==> src/rtl/message_loc_ctrl.sv <==
// Sequencer for the FIX message-location store: begin/end events become slot writes, committed
// slots are read back into a valid/ready queue. MSG_LOC_STATS_EN adds commit/drop counters.
module message_loc_ctrl #(
    parameter int DATA_WIDTH  = 5,
    parameter int NUM_MESSAGE = 10,
    parameter int ADDR_WIDTH  = 4
) (
    input  logic                  clk,
    input  logic                  rst,
    input  logic                  msg_begin_i,
    input  logic                  msg_end_i,
    input  logic [DATA_WIDTH-1:0] pos_i,
    output logic                  store_start_o,
    output logic                  store_end_o,
    output logic [DATA_WIDTH-1:0] start_o,
    output logic [DATA_WIDTH-1:0] end_o,
    output logic [ADDR_WIDTH-1:0] addr_o,
    output logic                  re_o,
    output logic                  read_start_o,
    output logic                  read_end_o,
    input  logic [DATA_WIDTH-1:0] mem_start_i,
    input  logic [DATA_WIDTH-1:0] mem_end_i,
    output logic                  msg_valid_o,
    input  logic                  msg_ready_i,
    output logic [DATA_WIDTH-1:0] msg_start_o,
    output logic [DATA_WIDTH-1:0] msg_end_o,
    output logic [ADDR_WIDTH:0]   count_o,
    output logic                  full_o,
    output logic                  overflow_o,
    output logic                  proto_err_o
`ifdef MSG_LOC_STATS_EN
    ,
    output logic [15:0]           stat_commit_o,
    output logic [15:0]           stat_drop_o
`endif
);
    typedef enum logic [1:0] {W_IDLE, W_MSG, W_DROP} w_state_e;
    typedef enum logic [1:0] {R_IDLE, R_ISSUE, R_HOLD} r_state_e;

    typedef struct packed {
        logic                  vld;
        logic                  is_end;
        logic [ADDR_WIDTH-1:0] addr;
        logic [DATA_WIDTH-1:0] pos;
    } wr_t;

    localparam logic [ADDR_WIDTH:0]   NUM_CNT   = (ADDR_WIDTH+1)'(NUM_MESSAGE);
    localparam logic [ADDR_WIDTH-1:0] LAST_SLOT = ADDR_WIDTH'(NUM_MESSAGE - 1);

    function automatic logic [ADDR_WIDTH-1:0] ptr_inc(input logic [ADDR_WIDTH-1:0] p);
        return (p == LAST_SLOT) ? '0 : p + 1'b1;
    endfunction

    w_state_e              w_state_q, w_state_d, w_mid;
    r_state_e              r_state_q, r_state_d;
    logic [ADDR_WIDTH-1:0] wr_ptr_q, wr_ptr_d, rd_ptr_q, rd_ptr_d;
    logic [ADDR_WIDTH:0]   count_q, count_d, cnt_mid;
    logic                  overflow_q, overflow_d, proto_err_q, proto_err_d;
    wr_t                   pend_q, pend_d;
    wr_t                   end_wr, start_wr, first_wr, second_wr, wr_out;
    logic                  commit, drop, pop;

    logic                  store_start_q, store_start_d, store_end_q, store_end_d;
    logic [DATA_WIDTH-1:0] start_q, start_d, end_q, end_d;
    logic [ADDR_WIDTH-1:0] addr_q, addr_d;
    logic                  re_q, re_d, msg_valid_q, msg_valid_d;

    // Write side: the end event is resolved first, then begin is evaluated from the resulting state.
    always_comb begin
        w_mid       = w_state_q;
        w_state_d   = w_state_q;
        overflow_d  = overflow_q;
        proto_err_d = proto_err_q;
        commit      = 1'b0;
        drop        = 1'b0;
        end_wr      = '0;
        start_wr    = '0;

        if (msg_end_i) begin
            case (w_state_q)
                W_IDLE: proto_err_d = 1'b1;
                W_MSG: begin
                    commit = 1'b1;
                    end_wr = '{vld: 1'b1, is_end: 1'b1, addr: wr_ptr_q, pos: pos_i};
                    w_mid  = W_IDLE;
                end
                default: w_mid = W_IDLE;
            endcase
        end

        wr_ptr_d  = commit ? ptr_inc(wr_ptr_q) : wr_ptr_q;
        cnt_mid   = count_q + {{ADDR_WIDTH{1'b0}}, commit};
        w_state_d = w_mid;

        if (msg_begin_i) begin
            case (w_mid)
                W_IDLE: begin
                    if (cnt_mid >= NUM_CNT) begin
                        drop      = 1'b1;
                        w_state_d = W_DROP;
                    end else begin
                        start_wr  = '{vld: 1'b1, is_end: 1'b0, addr: wr_ptr_d, pos: pos_i};
                        w_state_d = W_MSG;
                    end
                end
                W_MSG: begin
                    proto_err_d = 1'b1;
                    start_wr    = '{vld: 1'b1, is_end: 1'b0, addr: wr_ptr_d, pos: pos_i};
                end
                default: ;
            endcase
        end
        overflow_d = overflow_q | drop;

        // One store write per cycle; the second write of a begin+end cycle waits in pend_q.
        // Events closer than two cycles after such a pair are not produced by the delimiter detector.
        first_wr  = commit ? end_wr : start_wr;
        second_wr = commit ? start_wr : '0;
        if (pend_q.vld) begin
            wr_out = pend_q;
            pend_d = first_wr;
        end else begin
            wr_out = first_wr;
            pend_d = second_wr;
        end
    end

    // Read side: a read is only issued into a cycle with no store strobe.
    always_comb begin
        r_state_d = r_state_q;
        rd_ptr_d  = rd_ptr_q;
        pop       = 1'b0;
        case (r_state_q)
            R_IDLE:  if (count_q != '0 && !wr_out.vld) r_state_d = R_ISSUE;
            R_ISSUE: r_state_d = R_HOLD;
            R_HOLD: begin
                if (msg_ready_i) begin
                    pop       = 1'b1;
                    rd_ptr_d  = ptr_inc(rd_ptr_q);
                    r_state_d = R_IDLE;
                end
            end
            default: r_state_d = R_IDLE;
        endcase

        count_d = count_q;
        if (commit && !pop)
            count_d = count_q + 1'b1;
        else if (pop && !commit)
            count_d = count_q - 1'b1;

        store_start_d = wr_out.vld && !wr_out.is_end;
        store_end_d   = wr_out.vld && wr_out.is_end;
        start_d       = store_start_d ? wr_out.pos : start_q;
        end_d         = store_end_d ? wr_out.pos : end_q;
        re_d          = (r_state_d == R_ISSUE);
        addr_d        = wr_out.vld ? wr_out.addr : (re_d ? rd_ptr_q : addr_q);
        msg_valid_d   = (r_state_d == R_HOLD);
    end

    always_ff @(posedge clk) begin
        if (!rst) begin
            w_state_q     <= W_IDLE;
            r_state_q     <= R_IDLE;
            wr_ptr_q      <= '0;
            rd_ptr_q      <= '0;
            count_q       <= '0;
            overflow_q    <= 1'b0;
            proto_err_q   <= 1'b0;
            pend_q        <= '0;
            store_start_q <= 1'b0;
            store_end_q   <= 1'b0;
            start_q       <= '0;
            end_q         <= '0;
            addr_q        <= '0;
            re_q          <= 1'b0;
            msg_valid_q   <= 1'b0;
        end else begin
            w_state_q     <= w_state_d;
            r_state_q     <= r_state_d;
            wr_ptr_q      <= wr_ptr_d;
            rd_ptr_q      <= rd_ptr_d;
            count_q       <= count_d;
            overflow_q    <= overflow_d;
            proto_err_q   <= proto_err_d;
            pend_q        <= pend_d;
            store_start_q <= store_start_d;
            store_end_q   <= store_end_d;
            start_q       <= start_d;
            end_q         <= end_d;
            addr_q        <= addr_d;
            re_q          <= re_d;
            msg_valid_q   <= msg_valid_d;
        end
    end

    assign store_start_o = store_start_q;
    assign store_end_o   = store_end_q;
    assign start_o       = start_q;
    assign end_o         = end_q;
    assign addr_o        = addr_q;
    assign re_o          = re_q;
    assign read_start_o  = re_q;
    assign read_end_o    = re_q;
    assign msg_valid_o   = msg_valid_q;
    assign msg_start_o   = mem_start_i;
    assign msg_end_o     = mem_end_i;
    assign count_o       = count_q;
    assign full_o        = (count_q == NUM_CNT);
    assign overflow_o    = overflow_q;
    assign proto_err_o   = proto_err_q;

`ifdef MSG_LOC_STATS_EN
    logic [15:0] stat_commit_q, stat_commit_d, stat_drop_q, stat_drop_d;

    always_comb begin
        stat_commit_d = stat_commit_q;
        stat_drop_d   = stat_drop_q;
        if (commit && stat_commit_q != 16'hFFFF) stat_commit_d = stat_commit_q + 16'd1;
        if (drop && stat_drop_q != 16'hFFFF)     stat_drop_d   = stat_drop_q + 16'd1;
    end

    always_ff @(posedge clk) begin
        if (!rst) begin
            stat_commit_q <= '0;
            stat_drop_q   <= '0;
        end else begin
            stat_commit_q <= stat_commit_d;
            stat_drop_q   <= stat_drop_d;
        end
    end

    assign stat_commit_o = stat_commit_q;
    assign stat_drop_o   = stat_drop_q;
`endif
endmodule

==> config.mk <==
export PLATFORM = sky130hd
export DESIGN_NAME = message_loc_ctrl
export DESIGN_NICKNAME = d
export VERILOG_FILES = /design/src/rtl/message_loc_ctrl.sv
export SDC_FILE = /design/constraint.sdc
export NUM_CORES = 1
export LEC_CHECK = 0
export CAP_MARGIN = 20
export CORE_ASPECT_RATIO = 1.25
export CORE_MARGIN = 3
export CORE_UTILIZATION = 44
export DETAILED_ROUTE_END_ITERATION = 7
export DONT_BUFFER_PORTS = 1
export GPL_TIMING_DRIVEN = 0
export PLACE_DENSITY = 0.57
export SLEW_MARGIN = 20
export SYNTH_ARGS = -nofsm -noshare
export SYNTH_HDL_FRONTEND = slang
export SYNTH_SLANG_ARGS = --single-unit
==> constraint.sdc <==
create_clock -name clk -period 3.4 [get_ports clk]
set_clock_uncertainty 0.1 [all_clocks]
set_input_delay 0.17 -clock clk [delete_from_list [all_inputs] [get_ports clk]]
set_output_delay 0.17 -clock clk [all_outputs]
set_load 0.05 [all_outputs]
==> metrics.log, run 1 <==
INFO  metric synth_top_family_by_area = compound AO/OA/AOI/OAI gates
INFO  metric synth.mux.area_fraction = 3.40%
INFO  metric timing.final.max_slew_violations = 0
INFO  metric element_type_at_the_critical_path_end = flip-flop
INFO  metric synth-compound-area-share = 24.7%
INFO  metric drt_pre_antenna_iters = 4
INFO  metric synth_fa_ha_area_share = 3.86%
INFO  metric coreArea = 5260 um2
INFO  metric cellInternalPower = 0.971 mW
INFO  metric layout_worst_path_cycle_share = 85.5%
INFO  metric cap_viol_max_count = 0
INFO  metric io-pin-count = 58
INFO  metric grt_pass1_wl = 9.27 mm
INFO  metric cts.clk_slew.worst_paths = 0.10 ns
INFO  metric power.switching_fraction = 37.5%
INFO  metric post_route_cells_drive_above_1_share = 16.7%
INFO  metric dp.final_hpwl = 4.04 mm
INFO  metric finalSetupViolCount = 0
INFO  metric synth_enable_flop_cells = 0
INFO  metric worst_ir_drop_vdd = 0.267 mV
INFO  metric route.detailed.vias_per_inst = 5.72
INFO  metric finalNetCount = 308
INFO  metric share_comb_of_total_power = 21.6%
INFO  metric fillerInstances = 520
INFO  metric ant_nets = 0
INFO  metric area.sequential = 961 um2
INFO  metric vias = 1966
INFO  metric synthArstFlopShare = 0%
INFO  metric worst_hold_path_type = primary input to flip-flop
INFO  metric hold_viol = 0
INFO  metric post_synth_xor_area_fraction = 2.84%
INFO  metric yosysSeqAreaShare = 39.0%
INFO  metric global_route_usage_over_all_layers = 18.4%
INFO  metric wl_per_cell = 16.8 um
INFO  metric switching_power = 0.583 mW
INFO  metric number_of_i_o_port_buffers = 0
INFO  metric post-synth-top-count-cell = dfxtp_1
INFO  metric max_slew.worst_pin.slew = 0.793 ns
INFO  metric via_count_of_the_first_global_routing_pass = 1891
INFO  metric synth_top_area_share = 39.0%
INFO  metric routed_wl = 5.80 mm
INFO  metric p_seq_share = 50.7%
INFO  metric cp_data_arrival_time = 3.02 ns
INFO  metric row_count = 29
INFO  metric antenna-diode-count = 0
INFO  metric placer_congestion_estimate = 0.734
INFO  metric synth_top_cell_by_area = dfxtp_1
INFO  metric design.die.area = 6540 um2
INFO  metric clock-root-buffer = clkbuf_8
INFO  metric total_leakage_power = 1.14 nW
INFO  metric ys_seq_elements = 48
INFO  metric cts.sinks = 48
INFO  metric synth_cells = 267
INFO  metric cts_buffers = 5
INFO  metric power_frac_clock = 27.8%
INFO  metric grt.overflow.total = 0
INFO  metric finalCriticalPeriod = 2.91 ns
INFO  metric max_clock_freq = 344 MHz
INFO  metric yosys.area_share.simple = 17.5%
INFO  metric synth.area.top_cells = dfxtp_1, nor2_1, buf_4
INFO  metric timing.critical_path.fanout_max = 6
INFO  metric cts-htree-levels = 2
INFO  metric worst_slew_margin_rel = 47.0%
INFO  metric drcViolationCount = 0
INFO  metric area_growth_syn_to_layout = 10.7%
INFO  metric yosys_warnings = 0
INFO  metric pin_count_of_the_biggest_net_entering_global_routing = 17
INFO  metric syn-mean-instance-area = 9.23 um2
INFO  metric clockBufferDepth = 2
INFO  metric critPathLaunchType = flip-flop
INFO  metric die-width = 72.9 um
INFO  metric number_of_unique_standard_cell_types_used_by_synthesis = 57
INFO  metric rsz0062_at_grt = no
INFO  metric crit_required = 3.51 ns
INFO  metric postSynthNetCount = 294
INFO  metric status = complete, no violations
INFO  metric drt_iter0_drc = 57
INFO  metric totalNegativeSetupSlack = 0 ns
INFO  metric dominantRegCellSynth = dfxtp_1
INFO  metric antenna_violations_before_repair = 0
INFO  metric path_class = flip-flop to flip-flop
INFO  metric synth.top_cells.by_count = dfxtp_1, nor2_1, a21oi_1
INFO  metric cts-resized-gates = 0
INFO  metric multiInputGateArea = 1290 um2
INFO  metric die_height = 89.7 um
INFO  metric syn-cell-area = 2460 um2
INFO  metric cts_tree = done
INFO  metric hold-worst-slack = 0.0186 ns
INFO  metric power_density = 570 nW/um2
INFO  metric clock_latency_late_sink = 0.31 ns
INFO  metric floorplan.initialDensity = 46.8%
-- power groups by stage --
stage / clock network [mW] / logic [mW] / registers (mW)
after floorplan: 0 / 0.277 / 0.787
after global placement: 0 / 0.327 / 0.801
after detailed placement: 0 / 0.330 / 0.802
after CTS: 0.441 / 0.340 / 0.788
after global routing: 0.464 / 0.371 / 0.796
final: 0.431 / 0.335 / 0.787
-- final cells by class --
type,instances,area share (%)
inverter,15,2.07
clock inverter,3,1.70
tap,62,2.85
buffer,23,5.78
multi-input combinational,181,47.3
clock buffer,5,2.52
timing repair buffer,7,2.57
sequential,48,35.2
-- cells in the final DEF (no fill, tap or decap), types with 4 or more instances in the layout --
master and count:
clkbuf_1 7, o221a_2 5, xnor2_1 5, buf_4 12, o22ai_1 5, nor3_1 5, a21oi_1 16, clkbuf_8 6
o211ai_1 7, mux2i_1 5, inv_1 15, dlygate4sd3_1 7, dfxtp_1 48, nand2b_1 4, nor2_1 31, nand2_1 11
o21ai_0 13, o211a_1 7, nand3_1 6, nor2b_1 5, ha_1 6
-- through the flow --
stage / setup slack (ns) / instances / area, um2 / util [%] / power (mW)
floorplan: 0.893 / 267 / 2460 / - / 1.06
global placement: 0.513 / 329 / 2540 / 48.3 / 1.13
detailed placement: 0.494 / 329 / 2540 / 48.3 / 1.13
CTS: 0.475 / 344 / 2730 / 51.8 / 1.57
global route: 0.291 / 344 / 2730 / 51.8 / 1.63
finish: 0.491 / 344 / 2730 / 51.8 / 1.55
-- routing by layer --
layer / share of wire (%) / track usage, % / vias up
li1: - / - / 980
met4: 1.0 / 6.21 / 0
met5: 0 / 0 / -
met3: 5.6 / 4.12 / 6
met2: 51 / 32.1 / 55
met1: 43 / 22.3 / 925
-- cell families (layout without fill, tap and decap cells) --
| logic type | after synthesis | count (layout) |
|---|---|---|
| buffers and inverters | 38 | 53 |
| and+or+nand+nor | 80 | 80 |
| AOI/OAI and AO/OA | 78 | 78 |
| adders and majority gates | 7 | 7 |
| muxes | 8 | 8 |
| xor gates and xnor gates | 8 | 8 |
| DFF | 48 | 48 |
-- worst max-delay path, cell delays in order, from the launching register on --
cell and delay [ns]:
dfxtp_1 0.78, ha_1 0.31, ha_1 0.22, o21ai_0 0.13
a21oi_2 0.40, a21o_2 0.23, nand3_1 0.27, o221a_2 0.37
-- path summary, 6_finish.rpt --
kind / start / to / slack, ns / cells after the start
worst max register to register: count_o[0] / start_o[0] / 0.49 / 7
worst min register to register: pend_q[6] / addr_o[1] / 0.39 / 2
worst min-delay path: rst / start_o[0] / 0.02 / 3
worst max-delay path: count_o[0] / start_o[0] / 0.49 / 7
-- flip-flops by register name, summed over array words and instances, names as in the netlist, 2 cells and up --
signal     flops
r_state_q      2
start_o        5
pend_q        11
count_o        5
wr_ptr_q       4
addr_o         4
w_state_q      2
rd_ptr_q       4
end_o          5
-- repair_timing --
action / CTS / global route
hold buffers: 7 / 0
setup buffers: 0 / 0
hold endpoints to repair: 15 / 0
Power figures use the tool's default switching activity.
==> run 2: changes to the inputs <==
==> constraint.sdc (replaced) <==
create_clock -name clk -period 3.4 [get_ports clk]
set_clock_uncertainty 0.1 [all_clocks]
set_input_delay 0.34 -clock clk [delete_from_list [all_inputs] [get_ports clk]]
set_output_delay 0.34 -clock clk [all_outputs]
set_load 0.05 [all_outputs]
==> run 2 against run 1 <==
Count of clock-buffer cells in the layout unchanged. Die area did not move. Worst hold slack better by 0.033 ns. Final cell count shrank 2.0%. Final area fell by 2.6%. Global-route usage is 0.35 points lower. Via count decreased by 2.5%. Non-clock buffer count down 7. Total power down 0.67%. Sequential share of layout area increased by 0.93 points. Register-to-register slack worse by 0.02 ns. Largest power group unchanged. Highest routed layer unchanged.
==> metrics.log, run 2 (synthesis gave the netlist of run 1 again) <==
INFO  metric setup_ws = 0.475 ns (-0.0169 ns)
INFO  metric vias = 1916 (-2.5%)
INFO  metric cts.clk_slew.worst_paths = 0.09 ns (about the same)
INFO  metric antenna_violations_before_repair = 0 (unchanged)
INFO  metric die-width = 72.9 um (unchanged)
INFO  metric path_buf_inv = 0 (unchanged)
INFO  metric grt_pass1_wl = 9.07 mm (-2.2%)
INFO  metric clockBufferDepth = 2 (unchanged)
INFO  metric route.detailed.vias_per_inst = 5.69 (-0.52%)
INFO  metric element_type_at_the_critical_path_end = flip-flop
INFO  metric final_common_cell = dfxtp_1
INFO  metric finalCriticalPeriod = 2.93 ns (+0.0169 ns)
INFO  metric finalSetupViolCount = 0 (unchanged)
INFO  metric drt_pre_antenna_iters = 4 (unchanged)
INFO  metric cp_data_arrival_time = 3.03 ns (about the same)
INFO  metric die_height = 89.7 um (unchanged)
INFO  metric p_seq_share = 51.0% (+0.3 points)
INFO  metric area_growth_syn_to_layout = 7.82%
INFO  metric power_density = 581 nW/um2 (+1.9%)
INFO  metric cts-resized-gates = 0 (unchanged)
INFO  metric number_of_i_o_port_buffers = 0 (unchanged)
INFO  metric rsz0062_at_grt = no
INFO  metric ant_nets = 0 (unchanged)
INFO  metric grt.overflow.total = 0 (unchanged)
INFO  metric finalNetCount = 301 (-2.3%)
INFO  metric coreArea = 5260 um2 (unchanged)
INFO  metric worst_path_most_repeated_cell = ha_1
INFO  metric detailedPlace.worstSlack = 0.494 ns (unchanged)
INFO  metric cts_tree = done
INFO  metric wl_per_cell = 16.8 um (-0.18%)
INFO  metric timing.critical_path.fanout_max = 6 (unchanged)
INFO  metric path_class = flip-flop to flip-flop
INFO  metric clock-root-buffer = clkbuf_8
INFO  metric crit_required = 3.51 ns (about the same)
INFO  metric clock_latency_late_sink = 0.31 ns (about the same)
INFO  metric max_clock_freq = 342 MHz (-0.58%)
INFO  metric max_slew.worst_pin.slew = 0.776 ns (-0.0176 ns)
INFO  metric placer_congestion_estimate = 0.734 (unchanged)
INFO  metric power_frac_clock = 27.8% (about the same)
INFO  metric crit_chain = ha_1, ha_1, o21ai_0, a21oi_2, a21o_2, nand3_1, o221a_2
INFO  metric critPathLaunchType = flip-flop
INFO  metric critPathMaxStageDelay = 0.78 ns (about the same)
INFO  metric cp_top_family = compound AO/OA/AOI/OAI gates
INFO  metric drt_iter0_drc = 62 (+8.8%)
INFO  metric totalNegativeSetupSlack = 0 ns (unchanged)
INFO  metric worst_setup_path_startpoint = count_o[0]
INFO  metric worst_ir_drop_vdd = 0.264 mV (-1.3%)
INFO  metric timing.hold.worst.start = pos_i[2]
INFO  metric power = 1.54 mW (-0.67%)
INFO  metric timing.final.max_slew_violations = 0 (unchanged)
INFO  metric regMostFlops = pend_q
INFO  metric status = complete, no violations
INFO  metric total_leakage_power = 1.11 nW (-2.6%)
INFO  metric routed_wl = 5.67 mm (-2.2%)
INFO  metric power.switching_fraction = 37.4% (-0.064 points)
INFO  metric cts-htree-levels = 2 (unchanged)
INFO  metric cts_hold_repair.buffers = 0 (-7)
INFO  metric worst_hold_path_type = primary input to flip-flop
INFO  metric cellInternalPower = 0.965 mW (-0.57%)
INFO  metric r2r_start = count_o[0]
INFO  metric post_route_cells_drive_above_1_share = 17.1% (+0.42 points)
INFO  metric cap_viol_max_count = 0 (unchanged)
INFO  metric design.die.area = 6540 um2 (unchanged)
INFO  metric layout_worst_path_cycle_share = 86.0% (+0.50 points)
INFO  metric row_count = 29 (unchanged)
INFO  metric hold-worst-slack = 0.0518 ns (+0.0332 ns)
INFO  metric worst_slew_margin_rel = 48.2% (+1.2 points)
INFO  metric pin_count_of_the_biggest_net_entering_global_routing = 17 (unchanged)
INFO  metric cts_buffers = 5 (unchanged)
INFO  metric largest_register_ffs = 11 (unchanged)
INFO  metric floorplan.initialDensity = 46.8% (unchanged)
INFO  metric layout.cells.most_common_list = dfxtp_1, nor2_1, a21oi_1
INFO  metric postCtsSetupRepairBufs = 0 (unchanged)
INFO  metric drcViolationCount = 0 (unchanged)
INFO  metric share_comb_of_total_power = 21.2% (-0.4 points)
INFO  metric cts.sinks = 48 (unchanged)
INFO  metric crit_path_top_delay_cell = dfxtp_1
INFO  metric dp.final_hpwl = 4.04 mm (unchanged)
INFO  metric global_route_usage_over_all_layers = 18.0% (-0.35 points)
INFO  metric switching_power = 0.578 mW (-0.84%)
INFO  metric io-pin-count = 58 (unchanged)
INFO  metric via_count_of_the_first_global_routing_pass = 1837 (-2.9%)
INFO  metric hold_viol = 0 (unchanged)
INFO  metric antenna-diode-count = 0 (unchanged)
==> run 2: layout make-up <==
type	count	area, um2
Clock buffer	5	68.8
Fill cell	524	2610
Tap cell	62	77.6
Multi-Input combinational cell	181	1290
Clock inverter	3	46.3
Inverter	15	56.3
Sequential cell	48	961
Buffer	23	158
==> run 2: layer usage <==
metal	part of all wire (%)	vias to the layer above	GRT usage (%)	wire length (um)
li1	-	965	-	-
met4	0.95	0	6.21	54
met3	6.6	5	4.45	375
met2	50	54	31.3	2840
met1	42	892	21.7	2400
met5	0	-	0	0
==> run 2: metrics by stage <==
stage,instances,area (um2),util [%]
after global placement,329,2540,48.3
after detailed placement,329,2540,48.3
after global routing,337,2660,50.5
final,337,2660,50.5
after CTS,337,2660,50.5
after floorplan,267,2460,-
==> run 2: final timing paths <==
kind,end,slack [ns],cells after the start
setup reg to reg,start_o[2],0.47,7
hold reg to reg,addr_o[1],0.39,2
setup / recovery,start_o[2],0.47,7
hold / removal,pend_q[2],0.05,2
==> run 2: power groups by stage <==
| stage | logic, mW | clock network [mW] | registers [mW] |
|---|---|---|---|
| floorplan | 0.277 | 0 | 0.787 |
| global placement | 0.327 | 0 | 0.801 |
| detailed placement | 0.330 | 0 | 0.802 |
| CTS | 0.331 | 0.441 | 0.788 |
| global route | 0.362 | 0.464 | 0.796 |
| finish | 0.327 | 0.430 | 0.787 |
